File: config.mk
export PLATFORM = sky130hd
export DESIGN_NAME = hazard_scoreboard
export DESIGN_NICKNAME = d
export VERILOG_FILES = /design/src/rtl/hazard_pkg.sv /design/src/rtl/hazard_scoreboard_sb_entry.sv /design/src/rtl/hazard_scoreboard.sv
export SDC_FILE = /design/constraint.sdc
export NUM_CORES = 1
export LEC_CHECK = 0
export ABC_AREA = 1
export CORE_MARGIN = 2
export CORE_UTILIZATION = 30
export CTS_CLUSTER_DIAMETER = 150
export DETAILED_ROUTE_END_ITERATION = 12
export SYNTH_ARGS = -nofsm -noshare
export SYNTH_HDL_FRONTEND = slang
export SYNTH_HIERARCHICAL = 1
export SYNTH_SLANG_ARGS = --single-unit
File: constraint.sdc
create_clock -name clk -period 2.4 [get_ports clk]
set_input_delay 0.48 -clock clk [delete_from_list [all_inputs] [get_ports clk]]
set_output_delay 0.48 -clock clk [all_outputs]
set_load 0.02 [all_outputs]
File: src/rtl/hazard_pkg.sv
// Shared types and defaults for the register-hazard scoreboard.
// Latency: n/a (types and constants only).
// Backpressure: n/a.
package hazard_pkg;

    localparam int DEF_NUM_REGS   = 8;
    localparam int DEF_REG_ADDR_W = 3;
    localparam int DEF_PIPE_DEPTH = 3;
    localparam int DEF_CNT_W      = $clog2(DEF_PIPE_DEPTH + 1);

    typedef logic [DEF_REG_ADDR_W-1:0] reg_addr_t;
    typedef logic [DEF_CNT_W-1:0]      cnt_t;

    // Forwarding source seen by a consumer, counted in stages behind ID.
    typedef enum logic [DEF_CNT_W-1:0] {
        FWD_NONE = 2'd0,
        FWD_EX   = 2'd1,
        FWD_MEM  = 2'd2,
        FWD_WB   = 2'd3
    } fwd_sel_t;

    // Counter width able to hold values 0..depth.
    function automatic int cnt_width(input int depth);
        return $clog2(depth + 1);
    endfunction

endpackage

File: src/rtl/hazard_scoreboard_sb_entry.sv
// One pending-write countdown for a single architectural register.
// Latency: count loads on the edge after set, then drops by one per cycle to zero.
// Backpressure: none; set always wins over the decrement and re-arms the entry.
//
// Ports: clk, rst (sync, active-high), set (arm pulse), depth (value loaded on arm),
//        pending (count != 0), count (cycles left until writeback completes).
//        With HAZARD_FWD_EN: set_load (producer is a load), is_load (stored flag).
module sb_entry #(
    parameter int CW = 2
) (
    input  logic          clk,
    input  logic          rst,
    input  logic          set,
`ifdef HAZARD_FWD_EN
    input  logic          set_load,
    output logic          is_load,
`endif
    input  logic [CW-1:0] depth,
    output logic          pending,
    output logic [CW-1:0] count
);

    localparam logic [CW-1:0] ONE = CW'(1);

    always_ff @(posedge clk) begin
        if (rst) begin
            count <= '0;
        end else if (set) begin
            count <= depth;
        end else if (count != '0) begin
            count <= count - ONE;
        end
    end

`ifdef HAZARD_FWD_EN
    // Flag is only meaningful while pending, so it is simply overwritten on each arm.
    always_ff @(posedge clk) begin
        if (rst) begin
            is_load <= 1'b0;
        end else if (set) begin
            is_load <= set_load;
        end
    end
`endif

    assign pending = (count != '0);

endmodule

File: src/rtl/hazard_scoreboard.sv
// Per-register pending-write scoreboard driving the ID-stage RAW stall.
// Latency: stall is combinational from ID inputs; sb_busy/stall_cycles are registered.
// Backpressure: pipeline_stall_n=0 freezes IF/ID and bubbles EX; a stalled or flushed ID never arms.
//
// Ports: clk, rst (sync, active-high); id_valid, id_src1/2, id_src1/2_en, id_dest, id_wr_en,
//        id_flush describe the ID instruction; pipeline_stall_n (active-low stall),
//        sb_busy (any register pending), stall_cycles (saturating stalled-cycle count).
// Build option HAZARD_FWD_EN: adds id_is_load, fwd_src1_sel, fwd_src2_sel; only a load
//        in its first cycle after issue stalls a consumer, everything else is forwarded.
module hazard_scoreboard
    import hazard_pkg::*;
#(
    parameter int NUM_REGS    = DEF_NUM_REGS,
    parameter int REG_ADDR_W  = DEF_REG_ADDR_W,
    parameter int PIPE_DEPTH  = DEF_PIPE_DEPTH,
    parameter int STALL_CNT_W = 16
) (
    input  logic                              clk,
    input  logic                              rst,
    input  logic                              id_valid,
    input  logic [REG_ADDR_W-1:0]             id_src1,
    input  logic [REG_ADDR_W-1:0]             id_src2,
    input  logic                              id_src1_en,
    input  logic                              id_src2_en,
    input  logic [REG_ADDR_W-1:0]             id_dest,
    input  logic                              id_wr_en,
    input  logic                              id_flush,
`ifdef HAZARD_FWD_EN
    input  logic                              id_is_load,
    output logic [$clog2(PIPE_DEPTH+1)-1:0]   fwd_src1_sel,
    output logic [$clog2(PIPE_DEPTH+1)-1:0]   fwd_src2_sel,
`endif
    output logic                              pipeline_stall_n,
    output logic                              sb_busy,
    output logic [STALL_CNT_W-1:0]            stall_cycles
);

    localparam int            CW    = cnt_width(PIPE_DEPTH);
    localparam logic [CW-1:0] DEPTH = CW'(PIPE_DEPTH);
    localparam logic [CW-1:0] ONE   = CW'(1);

    // Register 0 is hardwired zero, so only 1..NUM_REGS-1 get an entry.
    logic [CW-1:0]       cnt      [1:NUM_REGS-1];
    logic [NUM_REGS-1:1] pend_vec;
    logic [NUM_REGS-1:1] set_vec;
`ifdef HAZARD_FWD_EN
    logic [NUM_REGS-1:1] load_vec;
`endif

    logic [CW-1:0] src1_cnt, src2_cnt;
    logic          src1_pend, src2_pend;
    logic          src1_load, src2_load;
    logic          haz1, haz2;
    logic          issue;
    logic          busy_nxt;

    // Pre-update counter lookup: an issuing instruction never sees its own arm,
    // so src==dest does not self-stall.
    always_comb begin
        src1_cnt  = '0;
        src2_cnt  = '0;
        src1_pend = 1'b0;
        src2_pend = 1'b0;
        src1_load = 1'b0;
        src2_load = 1'b0;
        for (int r = 1; r < NUM_REGS; r++) begin
            if (id_src1 == REG_ADDR_W'(r)) begin
                src1_cnt  = cnt[r];
                src1_pend = pend_vec[r];
`ifdef HAZARD_FWD_EN
                src1_load = load_vec[r];
`endif
            end
            if (id_src2 == REG_ADDR_W'(r)) begin
                src2_cnt  = cnt[r];
                src2_pend = pend_vec[r];
`ifdef HAZARD_FWD_EN
                src2_load = load_vec[r];
`endif
            end
        end
    end

`ifdef HAZARD_FWD_EN
    // Only a load still in EX (count == depth) cannot be forwarded yet.
    assign haz1 = id_src1_en && (id_src1 != '0) && src1_pend && src1_load && (src1_cnt == DEPTH);
    assign haz2 = id_src2_en && (id_src2 != '0) && src2_pend && src2_load && (src2_cnt == DEPTH);
`else
    assign haz1 = id_src1_en && (id_src1 != '0) && src1_pend;
    assign haz2 = id_src2_en && (id_src2 != '0) && src2_pend;
    // Without forwarding the count value and load flags play no role in the stall.
    logic unused_src;
    assign unused_src = ^{src1_cnt, src2_cnt, src1_load, src2_load};
`endif

    assign pipeline_stall_n = !(id_valid && !id_flush && (haz1 || haz2));

    assign issue = id_valid && pipeline_stall_n && !id_flush && id_wr_en && (id_dest != '0);

`ifdef HAZARD_FWD_EN
    // depth+1-count gives the stage holding the producer: 1=EX, 2=MEM, 3=WB.
    assign fwd_src1_sel = (src1_pend && pipeline_stall_n) ? (DEPTH - src1_cnt + ONE) : '0;
    assign fwd_src2_sel = (src2_pend && pipeline_stall_n) ? (DEPTH - src2_cnt + ONE) : '0;
`endif

    for (genvar r = 1; r < NUM_REGS; r++) begin : g_entry
        assign set_vec[r] = issue && (id_dest == REG_ADDR_W'(r));

        sb_entry #(.CW(CW)) u_entry (
            .clk     (clk),
            .rst     (rst),
            .set     (set_vec[r]),
`ifdef HAZARD_FWD_EN
            .set_load(id_is_load),
            .is_load (load_vec[r]),
`endif
            .depth   (DEPTH),
            .pending (pend_vec[r]),
            .count   (cnt[r])
        );
    end

    // Busy reflects the counters as they will be after this edge.
    always_comb begin
        busy_nxt = 1'b0;
        for (int r = 1; r < NUM_REGS; r++) begin
            busy_nxt = busy_nxt | set_vec[r] | (cnt[r] > ONE);
        end
    end

    always_ff @(posedge clk) begin
        if (rst) begin
            sb_busy      <= 1'b0;
            stall_cycles <= '0;
        end else begin
            sb_busy <= busy_nxt;
            if (!pipeline_stall_n && (stall_cycles != '1)) begin
                stall_cycles <= stall_cycles + STALL_CNT_W'(1);
            end
        end
    end

endmodule
==> run_results.csv, run 1 <==
group,metric,value,unit
outcome,status,"finished clean",
worst_setup_path,crit_arrival,1750,ps
floorplanning,die_y,90.9,um
power_and_ir_drop,p_leak,1.30,nW
routing,dr_total_vias,2344,
worst_setup_path,cp-end-kind,"primary output",
worst_setup_path,critPathRequiredTime,1920,ps
cts,cts-hold-fix-buffers,0,
worst_setup_path,path_cells,"clkdlybuf4s50_1 > inv_2 > nand2_1 > nand3_1 > nand2_1 > nand3_2 > nand2_4 > nand2_1 > clkbuf_2",
global_route,grt_remaining_overflow,0,
worst_setup_path,path_class,"in -> out",
placed_design,gp_congestion,0.857,
cells_and_area,final_common_cell,"nand2_1",
routing,drt_wl_total,5550,um
floorplanning,core,7290,um2
worst_setup_path,cpMostUsedCell,"nand2_1",
cells_and_area,syn_to_final_growth,27.5,%
timing,min_period,2230,ps
cts,clock_sinks,31,
worst_setup_path,cp_max_fo,5,
placed_design,port_buffers,33,
routing,dr.first_iter.drc_count,39,
global_route,grt_pass1_vias,2155,
cells_and_area,fin_nets,450,
timing,setup_ws,167,ps
cts,post_cts_buffers,0,
worst_setup_path,cp-start-kind,"input port",
power_and_ir_drop,powerDensity,626,nW/um2
cells_and_area,drive_above_1_share,11.0,%
timing,rsz0062_at_grt,"no",
worst_setup_path,max_stage_delay,550,ps
logic_synthesis,ys_ff_latch,31,
logic_synthesis,synthesis.instances,371,
timing,skew,8.87,ps
worst_setup_path,worst-path-buf-inv,3,
timing,fmax,448,MHz
logic_synthesis,synth_area,2270,um2
timing,final-hold-violation-count,0,
cells_and_area,diodes,0,
worst_setup_path,critPathSlowestCell,"clkdlybuf4s50_1",
floorplanning,ios,34,
cts,clk_path_buf_depth,2,
routing,drtAntennaViolNets,0,
logic_synthesis,synth.avg_cell_area,6.11,um2
worst_setup_path,crit_family,"buffers and inverters",
cts,numCtsBuffers,5,
power_and_ir_drop,ir_drop,351,uV
logic_synthesis,ys_types,27,
floorplanning,num_rows,31,
cts,cts_tree,"done",
routing,wire_per_inst,10.6,um
floorplanning,fp.dieW,90.9,um
timing,final_max_slew_viol_count,0,
timing,tns,0,ps
cts,cts-root-buf,"clkbuf_8",
routing,remaining_drc_errors,0,
routing,drt_first_pass_iters,4,
cts,insertion_delay,280,ps
cells_and_area,final_cell_mix,"114 x nand2_1, 70 x inv_1, 42 x nand3_1",
timing,post-route-period-util,93.0,%
logic_synthesis,yosys_warnings,6,
global_route,grt_pass1_wl,9350,um
flow_run,max_cap_violations,0,
global_route,antenna_found_initial,0,
floorplanning,start_util,31.1,%
routing,post_drt_via_cell_ratio,4.46,
logic_synthesis,synth-seq-area-share,27.4,%
placed_design,place_ws,-276,ps
global_route,grt_util_all_layers,13.7,%
floorplanning,die_area,8270,um2
global_route,grt_max_degree,18,
placed_design,hpwlAfterDp,4230,um
cts,cts.htree.levels,2,
min_path,hold_class,"reg -> reg",
timing,setup_viol,0,
cts,clk_pin_slew,70,ps
-- final cells by class --
cell class	instances	area (um2)
fillers	824	4400
multi-input cells	268	1370
flip-flops and latches	31	621
repair buffers	41	397
inverters	79	297
well taps	99	124
clock buffers	6	82.6
clock inverters	1	5.00
-- metal layers --
metal / vias up / share of wire [%] / global-route usage [%] / routed length, um
li1: 1264 / - / - / -
met1: 1025 / 47 / 16.4 / 2600
met2: 48 / 48 / 24.3 / 2660
met3: 7 / 4.1 / 2.82 / 230
met4: 0 / 1.1 / 4.29 / 63
met5: - / 0 / 0 / 0
-- state kept, by name (all words and copies together), names as in the netlist --
register	flops
g_entry.u_entry/count	14
sb_busy	1
stall_cycles	16
-- cells in the mapped netlist, drive strengths merged --
master / instances / share of area [%]
inv: 79 / 13
a21oi: 16 / 4.4
a31oi: 2 / 0.55
xor2: 3 / 1.2
nand4: 21 / 5.8
o21ai: 3 / 0.66
nor3: 5 / 1.1
nand3: 47 / 12
dfxtp: 31 / 27
buf: 4 / 1.1
nor2: 27 / 6.0
clkbuf: 2 / 0.33
conb: 1 / 0.17
nand2: 116 / 20
xnor2: 4 / 1.5
nor4: 2 / 0.55
ha: 8 / 4.4
-- logic make-up (layout without fill, tap and decap cells) --
logic type               after synthesis  count (layout)  synth area share (%)
AND/OR/NAND/NOR                      218             218                  45.3
other                                  1              14                 0.165
flip-flops                            31              31                  27.4
buffers and inverters                 85             127                  14.5
adder cells (fa/ha/maj)                8               8                  4.42
AO/OA/AOI/OAI                         21              21                  5.57
XOR/XNOR                               7               7                  2.70
-- metrics by stage --
stage	utilization, %	cells	power, W	area [um2]	hold slack [ps]
global route	39.7	525	0.00197	2890	565
global placement	38.5	518	0.00137	2810	513
CTS	39.7	525	0.00183	2900	529
floorplan	-	384	0.00121	2320	533
finish	39.7	525	0.00181	2890	524
detailed placement	38.5	518	0.00140	2810	519
-- report_power, final --
group          internal (W)  total [W]  switching (W)
logic              0.000301   0.000746       0.000445
registers          0.000594   0.000644      0.0000499
clock network      0.000225   0.000422       0.000197
total               0.00112    0.00181       0.000691
-- what timing repair did --
action / 4_1_cts / 5_1_grt
resized for setup: 2 / 2
setup endpoints to repair: 1 / 1
gates cloned: 0 / 0
-- worst paths after layout --
kind	depth (start not counted)	slack, ps	to	startpoint
setup / recovery	9	170	pipeline_stall_n	id_src1[0]
hold / removal	2	520	stall_cycles[14]	stall_cycles[14]
setup reg to reg	16	380	g_entry[4].u_entry/count[0]	g_entry[6].u_entry/count[0]
hold reg to reg	2	520	stall_cycles[14]	stall_cycles[14]
-- worst reg2reg max path, stage by stage, from the launching register on --
cell and delay, ps:
dfxtp_1 310, inv_1 70, ha_1 230, inv_1 100, nand2_1 80, nand3_1 60
nand2_1 70, nand2_1 60, nand3_2 100, nand3_1 170, nor4_1 220, buf_4 190
inv_2 40, nand3_1 50, nand3_1 70, nand2_1 60, inv_1 30
Power figures use the tool's default switching activity.
==> inputs of run 2 (changes only) <==
--- a/config.mk
+++ b/config.mk
@@ -6,7 +6,7 @@
 export NUM_CORES = 1
 export LEC_CHECK = 0
 export ABC_AREA = 1
-export CORE_MARGIN = 2
+export ABC_CLOCK_PERIOD_IN_PS = 2400
 export CORE_UTILIZATION = 30
 export CTS_CLUSTER_DIAMETER = 150
 export DETAILED_ROUTE_END_ITERATION = 12
==> run_results.csv, run 2 (same netlist as run 1, synthesis figures left out) <==
group,metric,value,unit
outcome,status,"finished clean",
routing,drtAntennaViolNets,0,
routing,wl_met3,254,um
cells_and_area,drive_above_1_share,11.2,%
cells_and_area,fin_nets,452,
worst_setup_path,reg2reg_slack,290,ps
power_and_ir_drop,power.switching,0.000702,W
power_and_ir_drop,ir_drop,342,uV
worst_setup_path,cpMostUsedCell,"nand2_1",
worst_setup_path,reg2regPathDepth,17,
routing,drt-met1-wl,2550,um
floorplanning,core,7290,um2
global_route,grt_remaining_overflow,0,
worst_setup_path,cp-end-kind,"primary output",
global_route,grt_pass1_wl,9800,um
cells_and_area,final_common_cell,"nand2_1",
cts,clk_pin_slew,70,ps
worst_setup_path,reg2reg_to,"g_entry[4].u_entry/count[0]",
timing,min_period,2230,ps
cts,cts-hold-fix-buffers,0,
worst_setup_path,rr_startpoint,"g_entry[3].u_entry/count[0]",
power_and_ir_drop,power_frac_comb,41.8,%
power_and_ir_drop,p_leak,1.30,nW
worst_setup_path,cp-start-kind,"input port",
power_and_ir_drop,clkPwrFrac,22.6,%
timing,skew,8.22,ps
global_route,grt_max_degree,18,
global_route,antenna_found_initial,0,
timing,setup_ws,169,ps
timing,tns,0,ps
routing,drt_first_pass_iters,4,
global_route,grt_pass1_vias,2310,
cells_and_area,syn_to_final_growth,27.4,%
floorplanning,die_y,88.9,um
cells_and_area,largest_reg_flops,16,
routing,wl_met2,2770,um
cells_and_area,top_register,"stall_cycles",
min_path,hold_depth,2,
routing,dr.max_layer_used,"met4",
timing,final_max_slew_viol_count,0,
routing,wire_per_inst,10.7,um
power_and_ir_drop,pwr-share-seq,35.6,%
routing,dr_total_vias,2393,
timing,final-hold-violation-count,0,
min_path,worstHoldEndpoint,"stall_cycles[8]",
cts,clock_sinks,31,
worst_setup_path,worst-path-buf-inv,3,
worst_setup_path,critPathSlowestCell,"clkdlybuf4s50_1",
placed_design,port_buffers,33,
timing,slew_headroom,56.5,%
routing,dr.first_iter.drc_count,62,
worst_setup_path,path_cells,"clkdlybuf4s50_1 > inv_2 > nand2_1 > nand3_1 > nand2_1 > nand2_1 > nand3_2 > nand2_4 > nand2_1 > clkbuf_2",
power_and_ir_drop,powerDensity,625,nW/um2
cts,insertion_delay,290,ps
timing,rsz0062_at_grt,"no",
cts,cts.htree.levels,2,
worst_setup_path,crit_arrival,1750,ps
cells_and_area,largestRegisters,"stall_cycles x16, g_entry.u_entry/count x14, sb_busy x1",
worst_setup_path,path_class,"in -> out",
placed_design,gp_congestion,0.838,
routing,drt_wl_total,5650,um
floorplanning,start_util,31.1,%
cts,cts-root-buf,"clkbuf_8",
flow_run,max_cap_violations,0,
cells_and_area,post-route-util,39.6,%
cts,cts_tree,"done",
placed_design,hpwlAfterDp,4270,um
timing,post-route-period-util,93.0,%
timing,setup_viol,0,
worst_setup_path,critPathRequiredTime,1920,ps
worst_setup_path,max_stage_delay,550,ps
timing,fin_hold_ws,524,ps
timing,tightest_slew,651,ps
floorplanning,ios,34,
cts,numCtsBuffers,5,
global_route,grt_util_all_layers,16.0,%
worst_setup_path,cp_max_fo,5,
cells_and_area,diodes,0,
placed_design,place_ws,-263,ps
routing,remaining_drc_errors,0,
min_path,hold_class,"reg -> reg",
routing,post_drt_via_cell_ratio,4.53,
timing,fmax,448,MHz
cts,clk_path_buf_depth,2,
floorplanning,num_rows,31,
min_path,holdCritStartpoint,"stall_cycles[8]",
power_and_ir_drop,p_int,0.00110,W
cells_and_area,final_cell_mix,"114 x nand2_1, 70 x inv_1, 42 x nand3_1",
power_and_ir_drop,swShare,38.9,%
floorplanning,fp.dieW,88.9,um
worst_setup_path,crit_family,"buffers and inverters",
floorplanning,die_area,7910,um2
-- run 2: area by class of cell --
class	count	area [um2]
fillers	810	4400
multi-input cells	268	1370
flip-flops and latches	31	621
clock inverters	1	5.00
inverters	79	297
clock buffers	7	76.3
well taps	99	124
repair buffers	43	400
-- run 2: timing repair --
item	4_1_cts	5_1_grt
setup endpoints to repair	1	1
hold endpoints to repair	0	0
setup buffers	0	0
resized for setup	2	1
-- run 2: stage by stage --
step	power [W]	area, um2	instances
2_1_floorplan	0.00121	2320	384
3_3_place_gp	0.00138	2810	520
3_5_place_dp	0.00141	2810	520
4_1_cts	0.00182	2890	528
5_1_grt	0.00197	2890	528
6_report	0.00180	2890	528
-- run 2: worst min-delay path, cell delays in order, from the launching register on --
cell and delay, ps:
dfxtp_1 350, nand2_1 80, a21oi_1 50
-- run 2: power by group through the flow --
stage | registers, W | logic (W) | clock network (W)
2_1_floorplan | 0.000653 | 0.000552 | 0
3_3_place_gp | 0.000655 | 0.000723 | 0
3_5_place_dp | 0.000657 | 0.000753 | 0
4_1_cts | 0.000646 | 0.000755 | 0.000420
5_1_grt | 0.000652 | 0.000878 | 0.000443
6_report | 0.000643 | 0.000753 | 0.000408
-- run 2: metal layers --
layer  vias up  global-route usage (%)
li1       1268                       -
met1      1066                    18.3
met2        50                    29.4
met3         9                    3.14
met4         0                    5.63
met5         -                       0
-- run 2: worst max-delay path by stage --
stage	startpoint	to	slack, ps	cells past startpoint
detailed placement	id_src2[0]	pipeline_stall_n	-260	10
finish	id_src2[0]	pipeline_stall_n	170	10
floorplan	id_valid	g_entry[4].u_entry/count[0]	400	11
global route	g_entry[3].u_entry/count[1]	pipeline_stall_n	10	11
CTS	id_src2[0]	pipeline_stall_n	20	10
global placement	id_src1[0]	pipeline_stall_n	-240	10
